`src/rtl/counter_scheduler.sv`:
```
// Round-robin scheduler that time-shares one external 8-bit up-counter among NREQ
// requesters: load a seed, count to the target/overflow/wrap, then report the result.
module counter_scheduler #(
    parameter int NREQ = 4,
    localparam int ID_W = (NREQ > 1) ? $clog2(NREQ) : 1
) (
    input  logic              clock,
    input  logic              reset,
    input  logic [NREQ-1:0]   Req,
    input  logic [4*NREQ-1:0] Seed,
    input  logic [8*NREQ-1:0] Target,
    output logic [NREQ-1:0]   Grant,
    output logic              Busy,
    output logic              Done,
    output logic [ID_W-1:0]   DoneId,
    output logic [7:0]        Result,
    output logic              ResultOvf,
    output logic [3:0]        CtrNumberIn,
    output logic              CtrStart,
    input  logic [7:0]        CtrCount,
    input  logic              CtrOverflow
);

    localparam logic [1:0] S_IDLE   = 2'd0;
    localparam logic [1:0] S_LOAD   = 2'd1;
    localparam logic [1:0] S_RUN    = 2'd2;
    localparam logic [1:0] S_REPORT = 2'd3;

    logic [1:0]      state_q, state_d;
    logic [ID_W-1:0] ptr_q, ptr_d;
    logic [ID_W-1:0] id_q, id_d;
    logic [3:0]      seed_q, seed_d;
    logic [7:0]      target_q, target_d;
    logic [NREQ-1:0] grant_q, grant_d;
    logic            done_q, done_d;
    logic [ID_W-1:0] done_id_q, done_id_d;
    logic [7:0]      result_q, result_d;
    logic            result_ovf_q, result_ovf_d;

    logic [ID_W-1:0] win_id;
    logic [NREQ-1:0] win_onehot;
    logic [ID_W-1:0] ptr_after;

    // Scan offsets from the highest down so the lowest offset from the pointer wins.
    always_comb begin
        logic [ID_W:0] idx;
        win_id = '0;
        idx    = '0;
        for (int k = NREQ - 1; k >= 0; k--) begin
            idx = {1'b0, ptr_q} + (ID_W + 1)'(k);
            if (idx >= (ID_W + 1)'(NREQ)) begin
                idx = idx - (ID_W + 1)'(NREQ);
            end
            if (Req[idx[ID_W-1:0]]) begin
                win_id = idx[ID_W-1:0];
            end
        end
    end

    generate
        for (genvar gi = 0; gi < NREQ; gi++) begin : g_onehot
            assign win_onehot[gi] = (win_id == ID_W'(gi));
        end
    endgenerate

    assign ptr_after = (id_q == ID_W'(NREQ - 1)) ? '0 : id_q + 1'b1;

    always_comb begin
        state_d      = state_q;
        ptr_d        = ptr_q;
        id_d         = id_q;
        seed_d       = seed_q;
        target_d     = target_q;
        grant_d      = grant_q;
        done_d       = 1'b0;
        done_id_d    = done_id_q;
        result_d     = result_q;
        result_ovf_d = result_ovf_q;

        case (state_q)
            S_IDLE: begin
                if (|Req) begin
                    id_d     = win_id;
                    seed_d   = Seed[4*int'(win_id) +: 4];
                    target_d = Target[8*int'(win_id) +: 8];
                    grant_d  = win_onehot;
                    state_d  = S_LOAD;
                end
            end
            S_LOAD: begin
                state_d = S_RUN;
            end
            S_RUN: begin
                // Overflow beats a target match, which beats the FF wrap guard.
                if (CtrOverflow || (CtrCount == target_q) || (CtrCount == 8'hFF)) begin
                    result_d     = CtrCount;
                    result_ovf_d = CtrOverflow || (CtrCount != target_q);
                    done_d       = 1'b1;
                    done_id_d    = id_q;
                    state_d      = S_REPORT;
                end
            end
            default: begin
                grant_d = '0;
                ptr_d   = ptr_after;
                state_d = S_IDLE;
            end
        endcase
    end

    always_ff @(posedge clock) begin
        if (reset) begin
            state_q      <= S_IDLE;
            ptr_q        <= '0;
            id_q         <= '0;
            seed_q       <= 4'h0;
            target_q     <= 8'h00;
            grant_q      <= '0;
            done_q       <= 1'b0;
            done_id_q    <= '0;
            result_q     <= 8'h00;
            result_ovf_q <= 1'b0;
        end else begin
            state_q      <= state_d;
            ptr_q        <= ptr_d;
            id_q         <= id_d;
            seed_q       <= seed_d;
            target_q     <= target_d;
            grant_q      <= grant_d;
            done_q       <= done_d;
            done_id_q    <= done_id_d;
            result_q     <= result_d;
            result_ovf_q <= result_ovf_d;
        end
    end

    // The counter has no reset, so it is held loaded with zero whenever no job runs.
    assign CtrStart    = (state_q != S_RUN);
    assign CtrNumberIn = (state_q == S_IDLE) ? 4'h0 : seed_q;
    assign Grant       = grant_q;
    assign Busy        = (state_q != S_IDLE);
    assign Done        = done_q;
    assign DoneId      = done_id_q;
    assign Result      = result_q;
    assign ResultOvf   = result_ovf_q;

endmodule

```
`config.mk`:
```
export PLATFORM = sky130hd
export DESIGN_NAME = counter_scheduler
export DESIGN_NICKNAME = d
export VERILOG_FILES = /design/src/rtl/counter_scheduler.sv
export SDC_FILE = /design/constraint.sdc
export NUM_CORES = 1
export LEC_CHECK = 0
export CORE_MARGIN = 4
export CORE_UTILIZATION = 42
export CTS_CLUSTER_DIAMETER = 150
export DETAILED_ROUTE_END_ITERATION = 10
export GPL_ROUTABILITY_DRIVEN = 0
export HOLD_SLACK_MARGIN = 0.06
export PLACE_DENSITY = 0.79
export SETUP_SLACK_MARGIN = 0.2
export SYNTH_ARGS = -nofsm -noshare
export SYNTH_HDL_FRONTEND = slang
export SYNTH_SLANG_ARGS = --single-unit
```
`constraint.sdc`:
```
create_clock -name clock -period 2.1 [get_ports clock]
set_clock_uncertainty 0.05 [all_clocks]
set_input_delay 0.42 -clock clock [delete_from_list [all_inputs] [get_ports clock]]
set_output_delay 0.42 -clock clock [all_outputs]
set_load 0.03 [all_outputs]
```
# ---- Word-level counts from Yosys, hierarchy flattened
# Cells that the tools add are included.
dict set report totals {
  reg_bits 34
  elab_cells 80
  in_bits 63
  out_inout_bits 22
}
dict set report op_classes {
  addsub 8
  n_bitwise 2
  mux 24
  shift 2
  n_eq_ne 12
  order_cmp 8
  n_reduce_logical 14
}
# op n
set ops {}
lappend ops {{32-bit by 6-bit variable part select with 8-bit output} 1}
lappend ops {{2-bit two-way mux} 11}
lappend ops {{16-bit by 5-bit variable part select with 4-bit output} 1}
lappend ops {{2-bit by 3-bit < comparator with 1-bit output (second input constant)} 4}
lappend ops {{3-bit >= comparator (second input constant)} 3}
lappend ops {{1-bit binary-select mux with 2-bit select} 4}
lappend ops {{2-bit equality test (second input constant)} 4}
lappend ops {{8-bit equality test} 1}
lappend ops {{8-bit equality test (second input constant)} 1}
lappend ops {{4-bit two-way mux} 2}
lappend ops {{8-bit inequality test} 1}
lappend ops {{4-bit case mux with 2 select lines} 1}
lappend ops {{2-bit AND reduction} 4}
lappend ops {{2-bit by 1-bit subtractor with 2-bit output (second input constant)} 4}
lappend ops {{2-bit by 2-bit adder with 3-bit output (second input constant)} 2}
lappend ops {{2-bit inequality test (second input constant)} 3}
lappend ops {{2-bit case mux with 3 select lines} 1}
lappend ops {{1-bit two-way mux} 5}
lappend ops {{2-bit by 1-bit equality test with 1-bit output (second input constant)} 2}
lappend ops {{2-bit zero test} 2}
lappend ops {{2-bit OR reduction} 2}
lappend ops {{4-bit OR reduction} 1}
lappend ops {{2-bit by 1-bit adder with 3-bit output (second input constant)} 1}
lappend ops {{2-bit by 3-bit >= comparator with 1-bit output (second input constant)} 1}
lappend ops {{other kinds (5)} 8}

# ---- Longest topological paths before layout
# Gate-level depths: netlist of run 1.
dict set report logic_depth {
  ltp_word 12
  depth_mapped 8
  depth_no_buf 7
}

# ---- Worst setup path before layout of run 1
# No wires, ideal clock.
dict set report synth_timing {
  path_kind {reg-to-reg}
  from {register state_q[0]}
  to {register target_q[3]}
  slack_ns 0.304
  setup_ns 0.128
  arrival_time_ns 1.618
  period_less_slack_ns 1.796
  t_required_ns 1.922
  path_stages_with_launch 9
  path_cell_list {dfxtp_1 -> inv_1 -> ha_1 -> inv_1 -> nor2_2 -> nand3_2 -> buf_2 -> a221oi_1 -> a211oi_1}
}
dict set report synth_via {
  elab_chain_cells 2
}
# item line
set synth_rtl {}
lappend synth_rtl {{start: declaration} 29} ;# logic [1:0] state_q, state_d;
lappend synth_rtl {{start signal: assignment} 124} ;# state_q <= state_d;
lappend synth_rtl {{2-bit zero test} 80} ;# case (state_q)
lappend synth_rtl {{2-bit AND reduction (no source line)} --}
lappend synth_rtl {{end signal: assignment} 128} ;# target_q <= target_d;
lappend synth_rtl {{end: declaration} 33} ;# logic [7:0] target_q, target_d;
# No other way between the ends.
# A chain may end at the register's enable or synchronous reset.

# ---- Worst setup path after layout of run 1
dict set report layout_timing {
  from {register state_q[0]}
  to {output CtrNumberIn[1]}
}
dict set report layout_via {
  elab_chain_cells 2
}
# item line
set layout_rtl {}
lappend layout_rtl {{2-bit zero test} 139} ;# assign CtrNumberIn = (state_q == S_IDLE) ? 4'h0 : seed_q;
lappend layout_rtl {{4-bit two-way mux} 139}
lappend layout_rtl {{end: declaration} 18} ;# output logic [3:0] CtrNumberIn,
# No other way between the ends.

==> run summary, run 1 <==
PwrDens -> 881.4 nW/um2
vias in the first global route -> 2,005
WP buf/inv -> 2
Primary FF master, synth -> dfxtp_1
Initial Utilization -> 0.4434
Yosys warnings -> 0
r2r startpoint -> state_q[0]
CTS Buf Count -> 5
main area contributors after synthesis -> dfxtp_1 35%, mux2i_1 13%, nand2_1 5.7%, a221oi_1 4.9%, and2_1 4.4%
area share of the largest cell type after synthesis -> 0.3454
first-pass detailed-route iteration total -> 4
Avg Cell Area, Syn -> 9.040 um2
# DRC -> 0
Worst-path clk slew -> 0.07 ns
Slew @ Worst Pin -> 0.4131 ns
RSZ-0062 raised after global routing -> true
Psw -> 1.103 mW
WL final -> 5.699 mm
crit-path leading delay family -> buffers and inverters
Final Non-Filler Cells -> 380
worst setup path startpoint -> state_q[0]
Post-synth EDFFs -> 0
final worst path period share -> 0.8821
synthesized net count -> 285
final instance area -> 3187 um2
Placed Cells -> 368
worst skew pair latency -> 0.29 ns
clock tree from TritonCTS -> built
antenna violations before repair -> 0
Seq pwr share -> 0.323
power share of the clock group -> 0.173
status -> completed
CP required -> 1.63 ns
total global routing track utilization -> 0.1937
Syn-to-layout area delta -> 61.71%
Ports -> 85
Comb power frac -> 0.504
placed inst area -> 3002 um2
Synth Instances -> 218
largest net degree at the start of global routing -> 37
nets@finish -> 394
CTS Buffer Depth -> 2
hold_sp -> Result[6]
Worst setup EP type -> output pin
core footprint -> 4444 um2
peak fanout along the critical path -> 8
post-synthesis register bit count -> 34
FP Rows -> 24
first-pass GRT wire length -> 9.280 mm
Leak -> 1.269 nW
Crit Path Class -> flip-flop to output pin
sequential share of the synthesized area -> 0.3454
die height -> 76.50 um
ANT nets after route -> 0
Final Max Slew Viols -> 0
max incr delay on CP -> 0.34 ns
grt ovf -> 0
routed vias -> 2,001
asr flop ratio synth -> 0
routed vias/inst -> 5.266
endpoints failing setup -> 0
max_cap viols -> 0
clock root cell -> clkbuf_8
full die area -> 5852 um2
share of layout cells above drive strength 1 -> 0.2073
WL/cell -> 15.00 um
crit path DAT -> 1.38 ns
maximum VDD drop -> 0.3530 mV
synthesized cell area -> 1971 um2
Switching Share -> 0.3926
Hold Buf Count CTS -> 0
Slowest-stage cell, CP -> dfxtp_1
n_diodes -> 0
CTS sink count -> 34
crit-path cells -> inv_1 > ha_2 > nor2b_1 > clkdlybuf4s15_2
Worst Hold Class -> flip-flop to flip-flop
most frequent cells in the layout -> 73 x clkdlybuf4s50_1, 34 x dfxtp_1, 30 x nand2_1
fin crit period -> 1.852 ns
commonest non-fill, non-tap cell in the layout -> clkdlybuf4s50_1
Hold Violations, Final -> 0
relative slew slack -> 0.7240
Cell Int Power -> 1.706 mW
post-DP HPWL -> 4.311 mm
Iter 0 DRT Violations -> 80
crit path launch type -> flip-flop
unique cell type count in the Yosys netlist -> 42
IO Port Bufs -> 84
FMAX -> 539.8 MHz
Die X-Extent -> 76.50 um
cell taking the most area after synthesis -> dfxtp_1
H-tree depth -> 2
[power by group through the flow]
stage | clock (mW) | combinational (mW) | sequential (mW)
2_1_floorplan | 0 | 0.760 | 0.972
3_3_place_gp | 0 | 1.34 | 0.915
3_5_place_dp | 0 | 1.37 | 0.918
4_1_cts | 0.492 | 1.40 | 0.907
5_1_grt | 0.522 | 1.53 | 0.923
6_report | 0.485 | 1.42 | 0.908
[path summary, 6_finish.rpt]
check        depth (start not counted)        endpoint  slack, ns
max reg2reg                          8        Grant[3]       0.25
min                                  2       Result[6]       0.41
max                                  4  CtrNumberIn[1]       0.25
min reg2reg                          2       Result[6]       0.41
[logic make-up (layout without fill, tap and decap cells)]
kind of cell	count (synthesis)	in the layout	share of synthesized area
compound gates	50	50	0.1873
xor+xnor	8	8	0.03556
fa+ha+maj	4	4	0.02540
buf+inv	19	128	0.06158
flops	34	34	0.3454
mux	26	26	0.1321
simple gates	77	78	0.2127
[routing by layer]
layer / up-vias / GRT usage / share of wire
met5: - / 0 / 0
met1: 919 / 0.2385 / 0.44
met3: 11 / 0.04728 / 0.061
met4: 0 / 0.07790 / 0.019
li1: 1002 / - / -
met2: 69 / 0.3225 / 0.48
[layout make-up]
class                           instances  area [um2]
Inverter                                7       26.28
Clock inverter                          3       21.27
Tap cell                               52       65.06
Fill cell                             370        1257
Timing Repair Buffer                  113        1071
Sequential cell                        34       680.7
Clock buffer                            5       68.82
Multi-Input combinational cell        166        1254
[cell usage after synthesis, types with 2 or more instances]
cell type,number
nor2b_1,5
buf_2,2
a221oi_1,11
nand2b_1,5
nor2_1,6
inv_1,6
clkbuf_1,5
and2_1,14
a21oi_1,7
xnor2_1,8
dfxtp_1,34
o31a_1,2
or3_1,2
a211oi_1,11
mux2i_1,26
nand3b_1,2
nand4_1,4
o21ai_0,12
nand2_1,30
ha_1,4
[through the flow]
| step | util | power [mW] | hold slack, ns | setup TNS, ns | setup slack, ns |
|---|---|---|---|---|---|
| finish | 0.7171 | 2.809 | 0.4066 | 0 | 0.2476 |
| floorplan | - | 1.731 | 0.4033 | 0 | 0.3041 |
| global route | 0.7171 | 2.975 | 0.4317 | 0 | 0.1489 |
| global placement | 0.6754 | 2.258 | 0.3922 | -5.845 | -0.4313 |
| detailed placement | 0.6754 | 2.288 | 0.3974 | -6.287 | -0.4870 |
| CTS | 0.7100 | 2.798 | 0.4088 | 0 | 0.1280 |
[tightest hold or removal path, cell delays in order (launching register included)]
cell and delay [ns]:
dfxtp_1 0.31, nand2_1 0.05, mux2i_1 0.05
[registers in the layout (all words and copies together) (netlist names), 2 cells and up]
name	flops
Result	8
target_q	8
Grant	4
seed_q	4
DoneId	2
id_q	2
ptr_q	2
state_q	2
[repair_timing]
item / 4_1_cts / 5_1_grt
endpoints found under the setup margin: 22 / 17
gates cloned: 1 / 0
endpoints found under the hold margin: 0 / 0
pin swaps: 3 / 4
resized for setup: 25 / 17
setup buffers: 1 / 2
No activity file was read; power rests on OpenSTA's default activity.
==> run 2: changes to the inputs <==
--- a/config.mk
+++ b/config.mk
@@ -5,6 +5,7 @@
 export SDC_FILE = /design/constraint.sdc
 export NUM_CORES = 1
 export LEC_CHECK = 0
+export CAP_MARGIN = 20
 export CORE_MARGIN = 4
 export CORE_UTILIZATION = 42
 export CTS_CLUSTER_DIAMETER = 150
@@ -13,6 +14,7 @@
 export HOLD_SLACK_MARGIN = 0.06
 export PLACE_DENSITY = 0.79
 export SETUP_SLACK_MARGIN = 0.2
+export SKIP_CTS_REPAIR_TIMING = 1
 export SYNTH_ARGS = -nofsm -noshare
 export SYNTH_HDL_FRONTEND = slang
 export SYNTH_SLANG_ARGS = --single-unit
==> run 2 against run 1 <==
Effect of this change:
- total power rose by 0.16%
- combinational power hardly changed
- final cell count is 0.26% higher
- utilization decreased by 0.084 points
- hold slack barely moved
- sequential share of layout area about the same
- first-iteration DRC count is 36% lower
- critical path depth rose by 3
- via count increased by 1.0%
- non-clock buffer count up 1
- wire length increased by 0.32%
- critical path type is now flip-flop to flip-flop
==> run summary, run 2 (synthesis results as in run 1) <==
placed inst area -> 3002 um2 (unchanged)
Slew @ Worst Pin -> 0.3921 ns (-0.02098 ns)
crit path DAT -> 1.99 ns (+0.61 ns)
fin worst setup slack -> 0.2566 ns (+0.008985 ns)
Die X-Extent -> 76.50 um (unchanged)
nets@finish -> 395 (+0.25%)
commonest non-fill, non-tap cell in the layout -> clkdlybuf4s50_1
WP buf/inv -> 2 (unchanged)
Crit Path Class -> flip-flop to flip-flop
CTS sink count -> 34 (unchanged)
WL final -> 5.717 mm (+0.32%)
Ports -> 85 (unchanged)
Syn-to-layout area delta -> 61.52%
H-tree depth -> 2 (unchanged)
Leak -> 1.322 nW (+4.2%)
Hold EP -> Result[6]
core footprint -> 4444 um2 (unchanged)
crit-path cells -> buf_4 > mux2i_1 > or2_4 > nand3_2 > buf_4 > mux2i_1 > a211oi_1
Final Max Slew Viols -> 0 (unchanged)
CP required -> 2.25 ns (+0.62 ns)
n_diodes -> 0 (unchanged)
Cell Int Power -> 1.725 mW (+1.1%)
status -> completed
largest net degree at the start of global routing -> 37 (unchanged)
routed vias -> 2,021 (+1.0%)
maximum VDD drop -> 0.3628 mV (+2.8%)
full die area -> 5852 um2 (unchanged)
endpoints failing setup -> 0 (unchanged)
relative slew slack -> 0.7386 (+0.01460)
# fillers -> 365 (-1.4%)
PwrDens -> 883.9 nW/um2 (+0.28%)
Placed Cells -> 368 (unchanged)
first-pass GRT wire length -> 8.942 mm (-3.6%)
Iter 0 DRT Violations -> 51 (-36%)
most frequent cells in the layout -> 73 x clkdlybuf4s50_1, 34 x dfxtp_1, 30 x nand2_1
crit-path leading delay family -> simple AND/OR/NAND/NOR gates
r2r startpoint -> ptr_q[1]
Worst-path clk slew -> 0.07 ns (about the same)
TNS Setup -> 0 ns (unchanged)
Switching Share -> 0.3869 (-0.005731)
crit path launch type -> flip-flop
Worst setup EP type -> flip-flop
IO Port Bufs -> 84 (unchanged)
Seq pwr share -> 0.323 (about the same)
Psw -> 1.088 mW (-1.3%)
FP Rows -> 24 (unchanged)
Setup WS pre-CTS -> -0.4870 ns (unchanged)
Initial Utilization -> 0.4434 (unchanged)
first-pass detailed-route iteration total -> 4 (unchanged)
total global routing track utilization -> 0.1860 (-0.007677)
Worst Hold Class -> flip-flop to flip-flop
grt ovf -> 0 (unchanged)
reg2reg setup slack -> 0.26 ns (about the same)
Slowest-stage cell, CP -> dfxtp_1
Final Non-Filler Cells -> 381 (+0.26%)
critical path depth in cells -> 7 (+3)
worst skew pair latency -> 0.29 ns (about the same)
RSZ-0062 raised after global routing -> true
FMAX -> 542.5 MHz (+0.49%)
# DRC -> 0 (unchanged)
max incr delay on CP -> 0.35 ns (about the same)
clock tree from TritonCTS -> built
Min-Delay Path Depth -> 2 (unchanged)
peak fanout along the critical path -> 9 (+1)
hold_sp -> Result[6]
antenna violations before repair -> 0 (unchanged)
vias in the first global route -> 1,932 (-3.6%)
post-DP HPWL -> 4.311 mm (unchanged)
fin crit period -> 1.843 ns (-0.008985 ns)
Comb power frac -> 0.505 (about the same)
clock root cell -> clkbuf_8
Hold Violations, Final -> 0 (unchanged)
ANT nets after route -> 0 (unchanged)
routed vias/inst -> 5.304 (+0.73%)
die height -> 76.50 um (unchanged)
CTS Buffer Depth -> 2 (unchanged)
Worst R2R End -> target_q[1]
power share of the clock group -> 0.172 (about the same)
WL/cell -> 15.01 um (about the same)
Multi-input gate area -> 1217 um2 (-2.9%)
register area -> 680.7 um2 (unchanged)
final worst path period share -> 0.8778 (-0.004279)
final instance area -> 3183 um2 (-0.12%)
CTS Buf Count -> 5 (unchanged)
R2R depth -> 7 (-1)
share of layout cells above drive strength 1 -> 0.1824 (-0.02495)
max_cap viols -> 0 (unchanged)
-- run 2: layout make-up --
cell class | instances | area share
flip-flops and latches | 34 | 0.2138
multi-input cells | 166 | 0.3825
inverters | 7 | 0.008255
clock inverters | 3 | 0.006682
clock buffers | 5 | 0.02162
repair buffers | 114 | 0.3467
well taps | 52 | 0.02044
-- run 2: worst max-delay path by stage --
stage,startpoint,end,slack (ns)
floorplan,state_q[0],target_q[3],0.30
global placement,Req[0],Grant[0],-0.43
detailed placement,Req[0],Grant[0],-0.49
CTS,state_q[0],CtrNumberIn[3],-0.25
global route,state_q[0],CtrNumberIn[3],0.17
finish,ptr_q[1],target_q[1],0.26
-- run 2: per-layer routing --
layer  vias up  part of all wire  global-route usage
li1       1002                 -                   -
met1       948              0.44              0.2356
met2        62              0.48              0.3049
met3         9             0.058             0.04492
met4         0             0.016             0.06884
met5         -                 0                   0
-- run 2: worst min-delay path, cell delays in order (launching register included) --
cell,delay [ns]
dfxtp_1,0.31
nand2_1,0.05
mux2i_1,0.05
-- run 2: metrics by stage --
| stage | total power [mW] | util | hold slack (ns) |
|---|---|---|---|
| detailed placement | 2.288 | 0.6754 | 0.3974 |
| floorplan | 1.731 | - | 0.4033 |
| CTS | 2.775 | 0.6957 | 0.4088 |
| global placement | 2.258 | 0.6754 | 0.3922 |
| global route | 2.978 | 0.7162 | 0.4317 |
| finish | 2.813 | 0.7162 | 0.4065 |
-- run 2: power by group through the flow --
stage	combinational, mW	sequential, mW	clock [mW]
2_1_floorplan	0.760	0.972	0
3_3_place_gp	1.34	0.915	0
3_5_place_dp	1.37	0.918	0
4_1_cts	1.38	0.906	0.492
5_1_grt	1.53	0.923	0.521
6_report	1.42	0.908	0.485
==> run 3: changes to the inputs <==
--- a/config.mk
+++ b/config.mk
@@ -13,6 +13,7 @@
 export GPL_ROUTABILITY_DRIVEN = 0
 export HOLD_SLACK_MARGIN = 0.06
 export PLACE_DENSITY = 0.79
+export RECOVER_POWER = 25
 export SETUP_SLACK_MARGIN = 0.2
 export SKIP_CTS_REPAIR_TIMING = 1
 export SYNTH_ARGS = -nofsm -noshare
==> run 3 against run 2 <==
Effect of this change:
- highest routed layer unchanged
- sequential power hardly changed
- wire length fell by 0.47%
- utilization fell by 0.14 points
- largest cell class unchanged
==> run summary, run 3 (synthesis results as in run 1) <==
Crit Path Class -> flip-flop to flip-flop
gr busiest metal -> met2
Slew @ Worst Pin -> 0.3900 ns (-0.002140 ns)
core footprint -> 4444 um2 (unchanged)
WL/cell -> 14.93 um (-0.47%)
commonest non-fill, non-tap cell in the layout -> clkdlybuf4s50_1
Iter 0 DRT Violations -> 58 (+14%)
maximum VDD drop -> 0.3615 mV (-0.36%)
IO Port Bufs -> 84 (unchanged)
register area -> 680.7 um2 (unchanged)
Setup WS pre-CTS -> -0.4870 ns (unchanged)
Hold Violations, Final -> 0 (unchanged)
RSZ-0062 raised after global routing -> true
# DRC -> 0 (unchanged)
r2r startpoint -> ptr_q[1]
max_cap viols -> 0 (unchanged)
die height -> 76.50 um (unchanged)
vias in the first global route -> 1,932 (unchanged)
share of layout cells above drive strength 1 -> 0.1763 (-0.006079)
PwrDens -> 881.8 nW/um2 (-0.24%)
Worst R2R End -> target_q[1]
CTS Buf Count -> 5 (unchanged)
CP required -> 2.24 ns (about the same)
Worst-path clk slew -> 0.07 ns (about the same)
R2R depth -> 7 (unchanged)
final worst path period share -> 0.9226 (+0.04480)
post-DP HPWL -> 4.311 mm (unchanged)
Final Max Slew Viols -> 0 (unchanged)
Worst Hold Class -> flip-flop to flip-flop
# fillers -> 368 (+0.82%)
Die X-Extent -> 76.50 um (unchanged)
FP Rows -> 24 (unchanged)
worst skew pair latency -> 0.29 ns (about the same)
grt ovf -> 0 (unchanged)
Min-Delay Path Depth -> 2 (unchanged)
Initial Utilization -> 0.4434 (unchanged)
endpoints failing setup -> 0 (unchanged)
TNS Setup -> 0 ns (unchanged)
clock root cell -> clkbuf_8
relative slew slack -> 0.7400 (+0.001427)
full die area -> 5852 um2 (unchanged)
clock tree from TritonCTS -> built
crit path launch type -> flip-flop
fin crit period -> 1.938 ns (+0.09409 ns)
Leak -> 1.331 nW (+0.71%)
total global routing track utilization -> 0.1860 (unchanged)
routed vias/inst -> 5.310 (about the same)
antenna violations before repair -> 0 (unchanged)
largest net degree at the start of global routing -> 37 (unchanged)
first-pass detailed-route iteration total -> 4 (unchanged)
Syn-to-layout area delta -> 61.21%
WL final -> 5.690 mm (-0.47%)
nets@finish -> 395 (unchanged)
routed vias -> 2,023 (+0.099%)
GR Util met1 -> 0.2356 (unchanged)
crit path DAT -> 2.08 ns (+0.09 ns)
fin worst setup slack -> 0.1625 ns (-0.09409 ns)
reg2reg setup slack -> 0.16 ns (-0.09 ns)
FMAX -> 516.1 MHz (-4.9%)
most frequent cells in the layout -> 68 x clkdlybuf4s50_1, 34 x dfxtp_1, 30 x nand2_1
CTS sink count -> 34 (unchanged)
H-tree depth -> 2 (unchanged)
Ports -> 85 (unchanged)
hold_sp -> Result[6]
peak fanout along the critical path -> 9 (unchanged)
Worst setup EP type -> flip-flop
n_diodes -> 0 (unchanged)
CTS Buffer Depth -> 2 (unchanged)
ANT nets after route -> 0 (unchanged)
met2 Track Usage GR -> 0.3049 (unchanged)
first-pass GRT wire length -> 8.942 mm (unchanged)
GRT met3 Usage -> 0.04492 (unchanged)
status -> completed
Multi-input gate area -> 1215 um2 (-0.21%)
Hold EP -> Result[6]
==> run 3: cell count changes in the layout (fill, tap and decap cells not counted) <==
cell | previous run | this run
clkbuf_1 | 0 | 1
nor2_2 | 2 | 1
nor2_1 | 5 | 6
dlygate4sd3_1 | 0 | 5
clkdlybuf4s50_1 | 73 | 68
buf_4 | 28 | 26
clkbuf_4 | 0 | 1
==> run 3: layer usage <==
| layer | vias up | routed length (um) |
|---|---|---|
| met5 | - | 0 |
| met4 | 0 | 76 |
| met3 | 7 | 311 |
| met2 | 65 | 2748 |
| met1 | 947 | 2553 |
| li1 | 1004 | - |
==> run 3: power by group <==
part | leakage, nW | switching [mW] | total, mW | internal (mW)
Sequential | 0.279 | 0.0982 | 0.907 | 0.809
Clock | 0.0441 | 0.251 | 0.483 | 0.233
Combinational | 1.01 | 0.732 | 1.41 | 0.679
==> run 3: critical path, stage by stage, from the launching register on <==
cell and delay (ns):
dfxtp_1 0.35, clkbuf_1 0.20, mux2i_1 0.25, or2_4 0.19, nand3_2 0.19, buf_4 0.20, mux2i_1 0.13, a211oi_1 0.28
==> run 3: layout make-up <==
type / count / area share
multi-input combinational: 166 / 0.3824
timing repair buffer: 114 / 0.3462
sequential: 34 / 0.2143
clock buffer: 5 / 0.02166
tap: 52 / 0.02048
inverter: 7 / 0.008271
clock inverter: 3 / 0.006696
==> run 3: how the worst max path moves through the flow <==
| stage | from | to | cells past startpoint | slack [ns] |
|---|---|---|---|---|
| floorplan | state_q[0] | target_q[3] | 8 | 0.30 |
| global placement | Req[0] | Grant[0] | 6 | -0.43 |
| detailed placement | Req[0] | Grant[0] | 6 | -0.49 |
| CTS | state_q[0] | CtrNumberIn[3] | 4 | -0.25 |
| global route | ptr_q[1] | target_q[1] | 7 | 0.07 |
| finish | ptr_q[1] | target_q[1] | 7 | 0.16 |
==> run 3: stage by stage <==
stage | cell area (um2) | total power, mW | std cells | hold slack [ns] | util
after floorplan | 1971 | 1.731 | 218 | 0.4033 | -
after global placement | 3002 | 2.258 | 368 | 0.3922 | 0.6754
after detailed placement | 3002 | 2.288 | 368 | 0.3974 | 0.6754
after CTS | 3092 | 2.775 | 376 | 0.4088 | 0.6957
after global routing | 3177 | 2.972 | 381 | 0.4305 | 0.7148
final | 3177 | 2.801 | 381 | 0.4034 | 0.7148
